`config.mk`:
```
export PLATFORM = sky130hd
export DESIGN_NAME = alu_issue_decode_flat
export DESIGN_NICKNAME = d
export VERILOG_FILES = /design/src/rtl/alu_issue_decode_if.sv /design/src/rtl/alu_issue_decode.sv /design/src/flat_wrapper.sv
export SDC_FILE = /design/constraint.sdc
export NUM_CORES = 1
export LEC_CHECK = 0
export CORE_MARGIN = 8
export CORE_UTILIZATION = 50
export CTS_CLUSTER_SIZE = 16
export DETAILED_ROUTE_END_ITERATION = 12
export GPL_ROUTABILITY_DRIVEN = 1
export PLACE_DENSITY = 0.87
export SETUP_SLACK_MARGIN = 0.5
export SYNTH_ARGS = -nofsm -noshare
export SYNTH_HDL_FRONTEND = slang
export SYNTH_SLANG_ARGS = --single-unit
```
`constraint.sdc`:
```
create_clock -name clk -period 2.5 [get_ports clk]
set_input_delay 0.5 -clock clk [delete_from_list [all_inputs] [get_ports clk]]
set_output_delay 0.5 -clock clk [all_outputs]
set_load 0.02 [all_outputs]
```
`src/rtl/alu_issue_decode_if.sv`:
```
// Handshake bundle between the issue stage, the decode buffer and the ALU stage.
// The slave side is the decode buffer; the master side is its upstream/downstream environment.
interface alu_issue_decode_if;
    logic        in_valid;
    logic        in_ready;
    logic [31:0] instr;
    logic [63:0] rs1_data;
    logic [63:0] rs2_data;
    logic        flush;
    logic        out_valid;
    logic        out_ready;
    logic [63:0] alu_a;
    logic [63:0] alu_b;
    logic [3:0]  alu_opcode;
    logic [4:0]  rd;
    logic        illegal;
    logic [15:0] illegal_count;

    modport slave (
        input  in_valid, instr, rs1_data, rs2_data, flush, out_ready,
        output in_ready, out_valid, alu_a, alu_b, alu_opcode, rd, illegal, illegal_count
    );

    modport master (
        output in_valid, instr, rs1_data, rs2_data, flush, out_ready,
        input  in_ready, out_valid, alu_a, alu_b, alu_opcode, rd, illegal, illegal_count
    );
endinterface

```
`src/rtl/alu_issue_decode.sv`:
```
// RV64 integer ALU decode at issue, buffered in a 2-entry in-order FIFO that holds decoded
// operands/opcode; tracks a saturating count of accepted illegal instructions.
module alu_issue_decode (
    input  logic              clk,
    input  logic              rst_n,
    alu_issue_decode_if.slave bus
);

    typedef enum logic [1:0] {
        ST_EMPTY = 2'b00,
        ST_ONE   = 2'b01,
        ST_FULL  = 2'b10
    } state_e;

    typedef struct packed {
        logic [63:0] a;
        logic [63:0] b;
        logic [3:0]  opcode;
        logic [4:0]  rd;
        logic        illegal;
    } entry_t;

    localparam logic [6:0] OPC_OP     = 7'b0110011;
    localparam logic [6:0] OPC_OP_IMM = 7'b0010011;
    localparam logic [3:0] OP_SLL     = 4'b0001;
    localparam logic [3:0] OP_SRL     = 4'b0101;
    localparam logic [3:0] OP_SUB     = 4'b1000;
    localparam logic [3:0] OP_SRA     = 4'b1101;
    localparam logic [3:0] OP_ILL     = 4'b1111;

    // Illegal encodings collapse to a fixed zero-operand entry so downstream never sees stale data.
    function automatic entry_t decode(input logic [31:0] instr,
                                      input logic [63:0] rs1,
                                      input logic [63:0] rs2);
        entry_t     e;
        logic       ok;
        logic [3:0] op;
        e  = '0;
        ok = 1'b0;
        op = OP_ILL;
        case (instr[6:0])
            OPC_OP: begin
                e.a = rs1;
                e.b = rs2;
                if (instr[31:25] == 7'b0000000) begin
                    op = {1'b0, instr[14:12]};
                    ok = 1'b1;
                end else if (instr[31:25] == 7'b0100000 && instr[14:12] == 3'b000) begin
                    op = OP_SUB;
                    ok = 1'b1;
                end else if (instr[31:25] == 7'b0100000 && instr[14:12] == 3'b101) begin
                    op = OP_SRA;
                    ok = 1'b1;
                end else begin
                    ok = 1'b0;
                end
            end
            OPC_OP_IMM: begin
                e.a = rs1;
                case (instr[14:12])
                    3'b001: begin
                        e.b = {58'd0, instr[25:20]};
                        if (instr[31:26] == 6'b000000) begin
                            op = OP_SLL;
                            ok = 1'b1;
                        end else begin
                            ok = 1'b0;
                        end
                    end
                    3'b101: begin
                        e.b = {58'd0, instr[25:20]};
                        if (instr[31:26] == 6'b000000) begin
                            op = OP_SRL;
                            ok = 1'b1;
                        end else if (instr[31:26] == 6'b010000) begin
                            op = OP_SRA;
                            ok = 1'b1;
                        end else begin
                            ok = 1'b0;
                        end
                    end
                    default: begin
                        e.b = {{52{instr[31]}}, instr[31:20]};
                        op  = {1'b0, instr[14:12]};
                        ok  = 1'b1;
                    end
                endcase
            end
            default: begin
                ok = 1'b0;
            end
        endcase
        e.rd = instr[11:7];
        if (ok) begin
            e.opcode  = op;
            e.illegal = 1'b0;
        end else begin
            e.opcode  = OP_ILL;
            e.a       = 64'd0;
            e.b       = 64'd0;
            e.illegal = 1'b1;
        end
        return e;
    endfunction

    state_e      state_r, state_n;
    entry_t      head_r, head_n;
    entry_t      tail_r, tail_n;
    entry_t      dec_s;
    logic        in_ready_r, in_ready_n;
    logic        out_valid_r, out_valid_n;
    logic [15:0] count_r, count_n;
    logic        accept_s;
    logic        pop_s;

    // Next-state, FIFO entry movement and illegal counter update.
    always_comb begin
        accept_s = bus.in_valid && in_ready_r;
        pop_s    = out_valid_r && bus.out_ready;
        dec_s    = decode(bus.instr, bus.rs1_data, bus.rs2_data);
        state_n  = state_r;
        head_n   = head_r;
        tail_n   = tail_r;
        count_n  = count_r;
        if (bus.flush) begin
            state_n = ST_EMPTY;
        end else begin
            case (state_r)
                ST_EMPTY: begin
                    if (accept_s) begin
                        head_n  = dec_s;
                        state_n = ST_ONE;
                    end else begin
                        state_n = ST_EMPTY;
                    end
                end
                ST_ONE: begin
                    if (accept_s && pop_s) begin
                        head_n  = dec_s;
                        state_n = ST_ONE;
                    end else if (accept_s) begin
                        tail_n  = dec_s;
                        state_n = ST_FULL;
                    end else if (pop_s) begin
                        state_n = ST_EMPTY;
                    end else begin
                        state_n = ST_ONE;
                    end
                end
                ST_FULL: begin
                    if (pop_s) begin
                        head_n  = tail_r;
                        state_n = ST_ONE;
                    end else begin
                        state_n = ST_FULL;
                    end
                end
                default: begin
                    state_n = ST_EMPTY;
                end
            endcase
        end
        // An empty buffer must never advertise an illegal head.
        if (state_n == ST_EMPTY) begin
            head_n.illegal = 1'b0;
        end else begin
            head_n.illegal = head_n.illegal;
        end
        if (accept_s && dec_s.illegal && !bus.flush && count_r != 16'hFFFF) begin
            count_n = count_r + 16'd1;
        end else begin
            count_n = count_r;
        end
        in_ready_n  = (state_n != ST_FULL);
        out_valid_n = (state_n != ST_EMPTY);
    end

    // State, buffered entries, handshake flags and counter registers.
    always_ff @(posedge clk or negedge rst_n) begin
        if (!rst_n) begin
            state_r     <= ST_EMPTY;
            head_r      <= '0;
            tail_r      <= '0;
            in_ready_r  <= 1'b1;
            out_valid_r <= 1'b0;
            count_r     <= 16'd0;
        end else begin
            state_r     <= state_n;
            head_r      <= head_n;
            tail_r      <= tail_n;
            in_ready_r  <= in_ready_n;
            out_valid_r <= out_valid_n;
            count_r     <= count_n;
        end
    end

    assign bus.in_ready      = in_ready_r;
    assign bus.out_valid     = out_valid_r;
    assign bus.alu_a         = head_r.a;
    assign bus.alu_b         = head_r.b;
    assign bus.alu_opcode    = head_r.opcode;
    assign bus.rd            = head_r.rd;
    assign bus.illegal       = head_r.illegal;
    assign bus.illegal_count = count_r;

endmodule
```
`src/flat_wrapper.sv`:
```
// flat-port wrapper written by rule: the top's interface ports become plain ports
module alu_issue_decode_flat 
  (clk, rst_n, bus_in_valid, bus_instr, bus_rs1_data, bus_rs2_data, bus_flush, bus_out_ready, bus_in_ready, bus_out_valid, bus_alu_a, bus_alu_b, bus_alu_opcode, bus_rd, bus_illegal, bus_illegal_count);
  alu_issue_decode_if bus_i ();
  input  logic clk;
  input  logic rst_n;
  input wire logic [$bits(bus_i.in_valid)-1:0] bus_in_valid;
  input wire logic [$bits(bus_i.instr)-1:0] bus_instr;
  input wire logic [$bits(bus_i.rs1_data)-1:0] bus_rs1_data;
  input wire logic [$bits(bus_i.rs2_data)-1:0] bus_rs2_data;
  input wire logic [$bits(bus_i.flush)-1:0] bus_flush;
  input wire logic [$bits(bus_i.out_ready)-1:0] bus_out_ready;
  output wire logic [$bits(bus_i.in_ready)-1:0] bus_in_ready;
  output wire logic [$bits(bus_i.out_valid)-1:0] bus_out_valid;
  output wire logic [$bits(bus_i.alu_a)-1:0] bus_alu_a;
  output wire logic [$bits(bus_i.alu_b)-1:0] bus_alu_b;
  output wire logic [$bits(bus_i.alu_opcode)-1:0] bus_alu_opcode;
  output wire logic [$bits(bus_i.rd)-1:0] bus_rd;
  output wire logic [$bits(bus_i.illegal)-1:0] bus_illegal;
  output wire logic [$bits(bus_i.illegal_count)-1:0] bus_illegal_count;
  assign bus_i.in_valid = bus_in_valid;
  assign bus_i.instr = bus_instr;
  assign bus_i.rs1_data = bus_rs1_data;
  assign bus_i.rs2_data = bus_rs2_data;
  assign bus_i.flush = bus_flush;
  assign bus_i.out_ready = bus_out_ready;
  assign bus_in_ready = bus_i.in_ready;
  assign bus_out_valid = bus_i.out_valid;
  assign bus_alu_a = bus_i.alu_a;
  assign bus_alu_b = bus_i.alu_b;
  assign bus_alu_opcode = bus_i.alu_opcode;
  assign bus_rd = bus_i.rd;
  assign bus_illegal = bus_i.illegal;
  assign bus_illegal_count = bus_i.illegal_count;
  alu_issue_decode u_core (.clk(clk), .rst_n(rst_n), .bus(bus_i));
endmodule
```
* Word level (Yosys, flattened, before mapping)
Index checks and enable logic that the tools add are counted.
** Storage, ports and cells
- Register bits after elaboration :: 296
- Logic and storage cells :: 89
** Operators by class
- Multiplexer cells :: 34
- Eq/ne operators :: 17
- Add/sub/neg operators :: 1
- Reduce and logical (&&, ||, !) cells :: 21
- Bitwise logic cells :: 2
** Operators by type and width (number)
- $mux 138 :: 3
- $pmux 138 s3 :: 1
- $pmux 128 s2 :: 1
- $mux 128 :: 1
- $mux 64 :: 1
- $mux 4 :: 5
- $add 16x1->16 const B :: 1
- $ne 16x16->1 const B :: 1
- $pmux 4 s2 :: 2
- $eq 7x6->1 const B :: 2
- $mux 2 :: 6
- $mux 1 :: 11
- $reduce_and 5->1 :: 2
- $ne 3x1->1 const B :: 3
- $logic_and 1x1->1 :: 8
- $ne 2x1->1 const B :: 4
- $eq 7x5->1 const B :: 1
- $logic_not 7->1 :: 1
- $eq 6x5->1 const B :: 1
- $logic_not 6->1 :: 1
- $pmux 2 s3 :: 1
- $logic_not 2->1 :: 2
- $pmux 1 s2 :: 2
- $reduce_and 4->1 :: 1
- other kinds (12) :: 13

* Depth between registers and ports, before layout
- Depth after elaboration :: 11
- Depth in mapped cells :: 11

* Worst setup path before layout
No wires, ideal clock.
- Path kind :: register to register
- Start :: reg u_core.in_ready_r (netlist: u_core.bus.in_ready)
- End :: reg u_core.head_r, in the netlist u_core.bus.alu_a[10]
- Period minus slack after synthesis :: 2.174 ns
- Setup slack :: 0.326 ns
- Cell stages (with the launch flop) :: 10
- Arrival time :: 2.088 ns
- Path through :: dfstp_2 and2_1 ha_1 and2_1 nor2_1 nor2_1 nand2_1 clkbuf_1 clkbuf_1 o211ai_1
** On the way
- Word-level cells in the longest chain between the ends :: 4
- Elaborated cells on any way between the ends :: 5
** Ends and longest elaborated chain
- start, declared :: RTL line alu_issue_decode.sv:110 : logic in_ready_r, in_ready_n;
- start signal, assigned :: RTL line alu_issue_decode.sv:191 : in_ready_r <= in_ready_n;
- $logic_and 1x1->1 (*) :: RTL line alu_issue_decode.sv:118 : accept_s = bus.in_valid && in_ready_r;
- $logic_and 1x1->1 :: RTL line alu_issue_decode.sv:138 : if (accept_s && pop_s) begin
- $ne 2x1->1 (no line)
- $reduce_and 5->1 (no line) (*)
- end signal, assigned :: RTL line alu_issue_decode.sv:189 : head_r <= head_n;
- end, declared :: RTL line alu_issue_decode.sv:107 : entry_t head_r, head_n;
Every way passes the cells marked *; elsewhere a longest branch is shown, timed or not.
A chain may end at the register's enable or synchronous reset.

* Worst setup path after layout
- Start :: in bus_out_ready
- End :: reg u_core.tail_r[102] (netlist name)
** On the way
- Word-level cells in the longest chain between the ends :: 4
** Ends and longest elaborated chain
- start, declared :: RTL line flat_wrapper.sv:12 : input wire logic [$bits(bus_i.out_ready)-1:0] bus_out_ready;
- $logic_and 1x1->1 :: RTL line alu_issue_decode.sv:119 : pop_s = out_valid_r && bus.out_ready;
- $logic_and 1x1->1 :: RTL line alu_issue_decode.sv:138
- $not 1->1 (no line)
- $reduce_and 4->1 (no line)
- end signal, assigned :: RTL line alu_issue_decode.sv:190 : tail_r <= tail_n;
- end, declared :: RTL line alu_issue_decode.sv:108 : entry_t tail_r, tail_n;
Every way passes these cells.

==> results.toml <==
[outcome]
status = "finished, final reports clean"

[worst_setup_path]
cp.arrival_ps = 2340
path_class = "in -> reg"
end_kind = "flip-flop"
start_kind = "input pin"
r2r_cells = 9
cp_max_fo = 108
worstPathRequired_ps = 2840

[min_path]
worstHoldPathCells = 3
min_path_type = "in -> reg"

[die]
die_x_um = 178
fp.dieArea_sq_um = 31800
ios = 321
std_cell_rows = 59
die-height_um = 178
core_area_sq_um = 26000
initial_core_util = 0.508

[placement]
place_inst = 2025
hpwl_um = 27800
post_dp_cell_area_sq_um = 17100
gp_congestion = 0.853
io_buffers = 315

[routing]
remaining_drc_errors = 0
ant_nets = 0
first_iter_violations = 1282
vias_per_cell = 5.93
via_count = 12547
wl_per_cell_um = 20.8
first_pass_iters = 6
drt-total-wl_um = 44100

[timing]
tightest_slew_ps = 512
final_max_slew_viol_count = 0
slew_headroom = 0.659
min_period_over_period = 0.799
rsz0062_at_grt = "yes"
hold_violations = 0
tns_ps = 0
fin_hold_ws_ps = 474
setup_violations = 0
max_freq_mhz = 501
clock_skew_ps = 16.1
layout_min_cycle_time_ps = 2000

[power_and_ir_drop]
p_total_mw = 13.4
powerDensity_nw_per_um2 = 712
leakagePower_nw = 8.64
vdd_drop_max_v = 0.000516

[yosys]
syn_area_per_cell_sq_um = 9.29
synth.ff_latch_count = 296
yosys_warnings = 0
yosysSeqAreaShare = 0.562
syn_inst = 1419
synthesis.area_sq_um = 13200
syn-num-nets = 1586
ys_types = 50
synthArstFlopShare = 1.00
synth-edff-count = 0
synth_ff_type = "dfrtp_1"

[finish]
layout.cells.non_filler = 2116
drive_above_1_share = 0.122
fillers = 1807
syn_to_final_growth_pct = 42.3
nNetsFinal = 1917
fin_area_sq_um = 18800

[clocking]
root_buffer = "clkbuf_16"
clkLatencyLatePin_ps = 500
numCtsBuffers = 34
htreeDepth = 2
clk_pin_slew_ps = 60
clockBufferDepth = 3
clock-sinks = 296
cts_tree = "built"

[grt]
groute.usage.overall = 0.263
gr-usage-met3 = 0.0872
grt_max_degree = 110
use_met1 = 0.317
top_usage_layer = "met2"
grt_pass1_vias = 12753
grt_pass1_wl_um = 67700
overflow = 0
antenna_found_initial = 17
gr-usage-met2 = 0.429

[flow_run]
max_cap_viol_count = 0
## per-layer routing
metal | part of all wire | up-vias
met2 | 0.48 | 673
met5 | 0.0025 | -
li1 | - | 5646
met1 | 0.37 | 6073
met3 | 0.11 | 137
met4 | 0.038 | 18
## metrics by stage
stage,worst slack (ps),utilization
finish,502,0.723
global route,440,0.722
CTS,451,0.710
detailed placement,-229,0.658
global placement,-162,0.658
floorplan,381,-
## sequential cells by signal, summed over array words and instances, names as in the netlist
| register | cells |
|---|---|
| u_core.bus.alu_opcode | 4 |
| u_core.bus.alu_b | 64 |
| u_core.bus.rd | 5 |
| u_core.tail_r | 138 |
| u_core.bus.in_ready | 1 |
| u_core.bus.alu_a | 64 |
| u_core.state_r | 2 |
| u_core.bus.illegal | 1 |
| u_core.bus.illegal_count | 16 |
| u_core.bus.out_valid | 1 |
## cells by family (layout without fill, tap and decap cells)
kind of cell	Yosys count	count (layout)	share of synthesized area
other	0	8	0
AND/OR/NAND/NOR	559	559	0.189
adder cells (fa/ha/maj)	2	2	0.00190
AO/OA/AOI/OAI	408	408	0.184
multiplexers	13	13	0.0111
XOR/XNOR	16	16	0.0106
buffers and inverters	125	479	0.0422
flip-flops	296	296	0.562
## synth_stat cells, types with 2 or more instances
cell | n | share of area
xnor2_1 | 13 | 0.0086
o211ai_1 | 66 | 0.038
mux2_2 | 13 | 0.011
o31ai_1 | 59 | 0.034
nor2b_1 | 4 | 0.0019
buf_4 | 2 | 0.0011
nor2_1 | 83 | 0.024
nand4_1 | 4 | 0.0019
or2_2 | 3 | 0.0014
nor3_2 | 3 | 0.0023
nand3b_1 | 2 | 0.0011
a41o_1 | 2 | 0.0015
nor4_1 | 2 | 0.00095
xor2_1 | 3 | 0.0020
nor3_1 | 4 | 0.0015
nand2_1 | 294 | 0.084
dfrtp_1 | 295 | 0.56
ha_1 | 2 | 0.0019
nor4bb_1 | 2 | 0.0015
o21ai_0 | 74 | 0.028
buf_2 | 15 | 0.0057
and3_1 | 3 | 0.0014
nand2b_1 | 4 | 0.0019
a21oi_1 | 178 | 0.068
buf_6 | 8 | 0.0068
nand3_1 | 84 | 0.032
clkbuf_1 | 94 | 0.027
or3_1 | 59 | 0.028
buf_1 | 4 | 0.0011
o21ai_1 | 6 | 0.0023
a22oi_1 | 5 | 0.0028
a31oi_1 | 9 | 0.0043
and2_1 | 3 | 0.0014
## layout make-up
cell class | count | area [sq um] | area share
Antenna cell | 8 | 20.0 | 0.00107
Clock buffer | 52 | 1060 | 0.0566
Clock inverter | 7 | 91.3 | 0.00487
Inverter | 1 | 3.75 | 0.000200
Multi-Input combinational cell | 998 | 5430 | 0.289
Sequential cell | 296 | 7410 | 0.395
Tap cell | 335 | 419 | 0.0223
Timing Repair Buffer | 419 | 4340 | 0.231
## power by group
group	internal [mW]	switching, mW
combinational	1.16	1.58
clock	3.13	1.94
sequential	5.25	0.305
## what timing repair did
item,4_1_cts,5_1_grt
hold buffers,1,0
endpoints found under the setup margin,293,276
pin swaps,17,14
endpoints found under the hold margin,45,0
resized for setup,124,74
cloned,5,3
buffers inserted,9,6
## critical path, stage by stage
cell and delay, ps:
clkdlybuf4s50_1 430, and2_4 170, ha_4 150, or3_4 510, buf_12 260, nand2_1 130, o21ai_0 120
## path summary, 6_finish.rpt
kind	startpoint	endpoint	slack [ps]
hold / removal	bus_instr[13]	u_core.tail_r[7]	470
max in group asynchronous	rst_n	u_core.bus.in_ready	1220
min in group asynchronous	rst_n	u_core.bus.alu_a[47]	530
setup reg to reg	u_core.bus.in_ready	u_core.bus.alu_a[3]	520
setup / recovery	bus_out_ready	u_core.tail_r[102]	500
hold reg to reg	u_core.tail_r[30]	u_core.tail_r[30]	480
## layout by cell type (no fill, tap or decap), types with 13 or more instances in the layout
master           instances
dlygate4sd2_1           79
o211ai_1                66
xnor2_1                 13
buf_4                   71
a21oi_1                177
clkbuf_16               40
nand2_1                285
dfrtp_1                295
dlymetal6s2s_1          54
o21ai_1                 23
o21ai_0                 57
buf_12                  17
clkdlybuf4s50_1        177
nor2_1                  79
o31ai_1                 57
or3_1                   58
nand3_1                 83
mux2_2                  13
(Power assumes the default switching activity.)
